==> src/rtl/mux2_arbiter_pkg.sv <==
// Shared types for the two-requester burst arbiter: FSM state encoding,
// default data width and a small helper that maps a requester index to its state.
package mux2_arbiter_pkg;

    localparam int W_DEFAULT = 8;

    typedef enum logic [1:0] {
        IDLE = 2'b00,
        OWN0 = 2'b01,
        OWN1 = 2'b10
    } state_e;

    function automatic state_e own_state(input logic who);
        state_e st;
        if (who) begin
            st = OWN1;
        end else begin
            st = OWN0;
        end
        return st;
    endfunction

endpackage

==> src/rtl/mux2to1.sv <==
// Single-bit 2:1 multiplexer; the datapath primitive steered by the arbiter.
module mux2to1 (
    input  logic i0,
    input  logic i1,
    input  logic s,
    output logic y
);

    assign y = s ? i1 : i0;

endmodule

==> src/rtl/mux2_arbiter.sv <==
// Round-robin burst arbiter sharing one 2:1 datapath between two valid/ready
// requesters, with a single-entry registered output stage.
module mux2_arbiter
    import mux2_arbiter_pkg::*;
#(
    parameter int W          = W_DEFAULT,
    parameter int FIRST_PRIO = 0
) (
    input  logic         clk,
    input  logic         rst,
    input  logic         req0_valid,
    input  logic [W-1:0] req0_data,
    input  logic         req0_last,
    output logic         req0_ready,
    input  logic         req1_valid,
    input  logic [W-1:0] req1_data,
    input  logic         req1_last,
    output logic         req1_ready,
    output logic         out_valid,
    output logic [W-1:0] out_data,
    output logic         out_last,
    input  logic         out_ready,
    output logic         sel,
    output logic         busy
);

    localparam logic FIRST_PRIO_B = (FIRST_PRIO != 0) ? 1'b1 : 1'b0;

    state_e         state_r;
    state_e         state_nxt_s;
    logic           ptr_r;
    logic           ptr_nxt_s;
    logic           sel_r;
    logic           busy_r;
    logic           out_valid_r;
    logic [W-1:0]   out_data_r;
    logic           out_last_r;
    logic           out_free_s;
    logic           xfer0_s;
    logic           xfer1_s;
    logic           load_s;
    logic [W-1:0]   mux_data_s;
    logic           mux_last_s;

    // The output slot can take a beat when empty or when it drains this cycle.
    assign out_free_s = !out_valid_r || out_ready;
    assign req0_ready = (state_r == OWN0) && out_free_s;
    assign req1_ready = (state_r == OWN1) && out_free_s;
    assign xfer0_s    = req0_valid && req0_ready;
    assign xfer1_s    = req1_valid && req1_ready;
    assign load_s     = xfer0_s || xfer1_s;

    genvar gi;
    generate
        for (gi = 0; gi < W; gi++) begin : g_data_mux
            mux2to1 u_mux_data (
                .i0 (req0_data[gi]),
                .i1 (req1_data[gi]),
                .s  (sel_r),
                .y  (mux_data_s[gi])
            );
        end
    endgenerate

    mux2to1 u_mux_last (
        .i0 (req0_last),
        .i1 (req1_last),
        .s  (sel_r),
        .y  (mux_last_s)
    );

    // Arbitration: pick an owner from IDLE, and re-arbitrate in the same cycle
    // a last beat transfers so back-to-back bursts see no bubble.
    always_comb begin
        state_nxt_s = state_r;
        ptr_nxt_s   = ptr_r;
        case (state_r)
            IDLE: begin
                if (req0_valid && req1_valid) begin
                    state_nxt_s = own_state(ptr_r);
                end else if (req0_valid) begin
                    state_nxt_s = OWN0;
                end else if (req1_valid) begin
                    state_nxt_s = OWN1;
                end else begin
                    state_nxt_s = IDLE;
                end
            end
            OWN0: begin
                if (xfer0_s && req0_last) begin
                    ptr_nxt_s = 1'b1;
                    if (req1_valid) begin
                        state_nxt_s = OWN1;
                    end else if (req0_valid) begin
                        state_nxt_s = OWN0;
                    end else begin
                        state_nxt_s = IDLE;
                    end
                end else begin
                    state_nxt_s = OWN0;
                end
            end
            OWN1: begin
                if (xfer1_s && req1_last) begin
                    ptr_nxt_s = 1'b0;
                    if (req0_valid) begin
                        state_nxt_s = OWN0;
                    end else if (req1_valid) begin
                        state_nxt_s = OWN1;
                    end else begin
                        state_nxt_s = IDLE;
                    end
                end else begin
                    state_nxt_s = OWN1;
                end
            end
            default: begin
                state_nxt_s = IDLE;
                ptr_nxt_s   = FIRST_PRIO_B;
            end
        endcase
    end

    // State, pointer and the registered sel/busy; sel keeps its value through IDLE.
    always_ff @(posedge clk) begin
        if (rst) begin
            state_r <= IDLE;
            ptr_r   <= FIRST_PRIO_B;
            sel_r   <= 1'b0;
            busy_r  <= 1'b0;
        end else begin
            state_r <= state_nxt_s;
            ptr_r   <= ptr_nxt_s;
            busy_r  <= (state_nxt_s != IDLE);
            if (state_nxt_s == OWN1) begin
                sel_r <= 1'b1;
            end else if (state_nxt_s == OWN0) begin
                sel_r <= 1'b0;
            end else begin
                sel_r <= sel_r;
            end
        end
    end

    // Single-entry output stage: load wins over drain so a beat can replace
    // the previous one with no gap.
    always_ff @(posedge clk) begin
        if (rst) begin
            out_valid_r <= 1'b0;
            out_data_r  <= {W{1'b0}};
            out_last_r  <= 1'b0;
        end else if (load_s) begin
            out_valid_r <= 1'b1;
            out_data_r  <= mux_data_s;
            out_last_r  <= mux_last_s;
        end else if (out_ready) begin
            out_valid_r <= 1'b0;
        end else begin
            out_valid_r <= out_valid_r;
        end
    end

    assign out_valid = out_valid_r;
    assign out_data  = out_data_r;
    assign out_last  = out_last_r;
    assign sel       = sel_r;
    assign busy      = busy_r;

endmodule
==> config.mk <==
export PLATFORM = sky130hd
export DESIGN_NAME = mux2_arbiter
export DESIGN_NICKNAME = d
export VERILOG_FILES = /design/src/rtl/mux2_arbiter_pkg.sv /design/src/rtl/mux2to1.sv /design/src/rtl/mux2_arbiter.sv
export SDC_FILE = /design/constraint.sdc
export NUM_CORES = 1
export LEC_CHECK = 0
export CAP_MARGIN = 20
export CORE_MARGIN = 2
export CORE_UTILIZATION = 30
export DETAILED_ROUTE_END_ITERATION = 10
export SYNTH_ARGS = -nofsm -noshare
export SYNTH_HDL_FRONTEND = slang
export SYNTH_SLANG_ARGS = --single-unit
==> constraint.sdc <==
create_clock -name clk -period 4.5 [get_ports clk]
set_clock_uncertainty 0.1 [all_clocks]
set_input_delay 0.9 -clock clk [delete_from_list [all_inputs] [get_ports clk]]
set_output_delay 0.9 -clock clk [all_outputs]
set_load 0.02 [all_outputs]
# Yosys cells after proc, flatten, opt, wreduce, memory -nomap -nowiden
# Cells that the tools add are included.
[totals]
ff_bits = 15
latchBits = 0
ramBits = 0
rom_bits = 0
inputBits = 23
output_inout_bits = 14
memories = 0
[classes]
n_addsub = 0
mul = 0
n_div = 0
magnitude_cmp = 0
eq_ne = 6
n_shift = 0
mux = 25
bitwise_logic = 1
reduce_logical = 15
[op_table]
columns = ["operator", "count"]
rows = [
  ["$mux W1", 16],
  ["$mux W2", 7],
  ["$logic_and A1 B1 Y1", 7],
  ["$pmux W2 S3", 1],
  ["$reduce_bool A2 Y1", 3],
  ["$eq A2 B1 Y1 const B", 2],
  ["$eq A2 B2 Y1 const B", 2],
  ["$ne A2 B1 Y1 const B", 2],
  ["$pmux W1 S3", 1],
  ["$reduce_and A3 Y1", 1],
  ["$logic_not A2 Y1", 1],
  ["$logic_or A1 B1 Y1", 2],
  ["$logic_not A1 Y1", 1],
  ["$not A1 Y1", 1],
]

# Logic depth before layout (Yosys ltp)
[depth]
depth_word = 10
mapped_depth = 7
ltp_nobuf = 7

# Hierarchy
# Synthesis repeated with hierarchy kept, for this count alone.
[unflattened]
hier_cells = 91
hier_area_um2 = 885.8
[by_module_without_submodules]
columns = ["mod", "n_inst", "cells_each", "area_per_inst_um2", "seq_area_each_um2"]
rows = [
  ["mux2_arbiter", 1, 82, 750.7, 300.3],
  ["mux2to1", 9, 1, 15.0, 0.0],
]

# Worst setup path after synthesis
# Ideal clock, no wire load.
[synth_path]
path_type = "in2out"
from = "input out_ready"
to = "output req0_ready"
arrival_time_ns = 1.443
required_time_ns = 3.500
path_slack_ns = 2.057
stages = 2
n_path_buf = 0
cell_sequence = "and2b_1 -> nor2_1"
[synth_via]
elab_chain_cells = 2
[synth_lines]
columns = ["item", "line_no", "text"]
rows = [
  ["start: declaration", "mux2_arbiter.sv:22", "input logic out_ready,"],
  ["$logic_or A1 B1 Y1", "mux2_arbiter.sv:46", "assign out_free_s = !out_valid_r || out_ready;"],
  ["$logic_and A1 B1 Y1", "mux2_arbiter.sv:47", "assign req0_ready = (state_r == OWN0) && out_free_s;"],
  ["end: declaration", "mux2_arbiter.sv:14", "output logic req0_ready,"],
]
# No other way between the ends.

# Worst setup path in the final report
# Ends and elaborated chain as after synthesis.

==> metrics.cfg <==
[outcome]
outcome = completed

[final_layout]
instances_no_fill = 145
layout.nets = 141
n_antenna_cell = 0
area_growth_pct = 52.7
layout-drive-gt1-share_pct = 8.70

[floorplanning]
die_area_um2 = 2990
die_w_um = 54.6
initial_core_util_pct = 31.3
ios = 37
core_um2 = 2450
num_rows = 18
die_h_um = 54.6

[clock_tree]
cts_hold_buf = 0
tritoncts = built
cts_setup_buffers = 0
h-tree-depth = 1
cts_root_buffer = clkbuf_4
cts.sinks = 15
clkSlewWorstSetupHoldPaths_ns = 0.08
worst_skew_pair.late_latency_ns = 0.28
ctsResizeCount = 0
cts_buffer_depth = 2
cts_made_buffers = 3

[placed_design]
dpl.hpwl_mm = 1.22
gp_congestion = 0.815
placed_cells = 141
port_buffers = 36

[grt]
grt_pass1_vias = 648
overflow = 0
grt_max_degree = 19
antenna_found_initial = 0
grt_pass1_wl_mm = 2.72
gr-usage-all-layers_pct = 12.6

[timing]
whs_ns = 0.406
fin_crit_sh_pct = 74.4
rsz0062_at_grt = false
hold_viol_final = 0
worst_slew_pin_slew_ns = 0.596
setup_viol_count_final = 0
setup_tns_ns = 0
period_minus_slack_ns = 3.35
fmax_mhz = 299
timing.slew.headroom_pct = 60.2
slew_viol_final = 0

[power]
vdd_ir_drop_max_v = 0.000154
pwr-share-seq_pct = 45.5
pwr-share-clk_pct = 21.3
power_density_nw_per_um2 = 299
combPwrFrac_pct = 33.2
p_sw_w = 0.000107
netSwitchingFraction_pct = 30.6
leakage_nw = 0.435
internal_power_w = 0.000244

[route]
ant_nets = 0
num_vias = 693
drt-pass1-iter-count = 4
avgViaCountPerCell = 4.78
drt_wl_total_mm = 1.64
drc_errors = 0
drtIter0Drc = 13
drt-wirelength-per-cell_um = 11.3

[yosys]
synth_top_area_share_pct = 39.0
yosysTopAreaCell = dfxtp_1
ys_async_sr_fraction_pct = 0
syn-num-nets = 103
synthTopCellsByArea = dfxtp_1, mux2i_1, a211oi_1
ys_warn_count = 0
synth_ff_type = dfxtp_1
synth_cells = 78
yosys-top-cells-count = dfxtp_1, nor2_1, mux2i_1
avgSynthCellArea_um2 = 9.87
seq_area_frac_synth_pct = 39.0
synth_cell_type_count = 25
synth_edf_count = 0
yosysMostFrequentCell = dfxtp_1
netlist_area_um2 = 769
synth-seq-cells = 15

[min_path]
hold_class = reg2reg

[run]
cap_violations = 0

[setup_path]
cp_data_required_time_ns = 3.50
cp-end-kind = output port
crit_fanout = 6
cp.arrival_ns = 2.35
r2r_slack_ns = 2.60
criticalPathCategory = in2out
critPathLaunchType = input port

## critical path: stages
cell             delay, ns
clkdlybuf4s50_1       0.46
and2b_1               0.25
nor2_1                0.13
clkdlybuf4s50_1       0.60
## cell usage in the layout, fill, tap and decap left out, types with 3 or more instances in the layout
| cell | synthesis | final |
|---|---|---|
| clkdlybuf4s50_1 | 0 | 36 |
| dfxtp_1 | 15 | 15 |
| nor2_1 | 14 | 14 |
| mux2i_1 | 10 | 10 |
| a211oi_1 | 9 | 9 |
| nand2b_1 | 3 | 3 |
| a41oi_1 | 3 | 3 |
| clkbuf_4 | 0 | 3 |
## sequential cells by signal, indices dropped and copies added, names as in the netlist
name / count
busy: 1
out_data: 8
out_last: 1
out_valid: 1
ptr_r: 1
sel: 1
state_r: 2
## power groups by stage
stage | Sequential, W | Combinational (W) | Clock [W]
6_report | 0.000160 | 0.000117 | 0.0000748
5_1_grt | 0.000162 | 0.000129 | 0.0000866
4_1_cts | 0.000160 | 0.000118 | 0.0000807
3_5_place_dp | 0.000163 | 0.000117 | 0
3_3_place_gp | 0.000162 | 0.000117 | 0
2_1_floorplan | 0.000172 | 0.0000544 | 0
## stage by stage
| step | total power, W | instance area, um^2 | utilization (%) | setup slack, ns |
|---|---|---|---|---|
| final | 0.000351 | 1170 | 47.9 | 1.15 |
| after CTS | 0.000358 | 1170 | 47.9 | 1.15 |
| after detailed placement | 0.000280 | 1150 | 46.7 | 1.15 |
| after global placement | 0.000279 | 1150 | 46.7 | 1.17 |
| after global routing | 0.000377 | 1170 | 47.9 | 1.10 |
| after floorplan | 0.000227 | 769 | - | 2.06 |
## cell families (layout without fill, tap and decap cells)
group | Yosys count | after routing | synth area share, %
buf+inv | 5 | 42 | 3.58
flops | 15 | 15 | 39.0
compound gates | 19 | 19 | 20.3
simple gates | 27 | 27 | 20.8
fa+ha+maj | 2 | 2 | 3.25
mux | 10 | 10 | 13.0
## worst paths after layout
path	from	endpoint	depth (start not counted)
worst max-delay path	out_ready	req0_ready	4
worst min-delay path	out_data[0]	out_data[0]	2
worst max register to register	state_r[1]	sel	6
worst min register to register	out_data[0]	out_data[0]	2
## per-layer routing
layer / part of all wire, % / routed length (um) / track usage, % / vias up
li1: - / - / - / 361
met5: 0 / 0 / 0 / -
met2: 44 / 719 / 19.4 / 26
met3: 8.7 / 142 / 4.37 / 0
met1: 47 / 777 / 15.9 / 306
met4: 0 / 0 / 5.00 / 0
## area by class of cell
type	count	area, um^2
Fill cell	237	1280
Clock buffer	3	22.5
Timing Repair Buffer	36	360
Multi-Input combinational cell	58	442
Sequential cell	15	300
Inverter	2	7.51
Tap cell	30	37.5
Clock inverter	1	5.00
No activity file was read; power rests on OpenSTA's default activity.
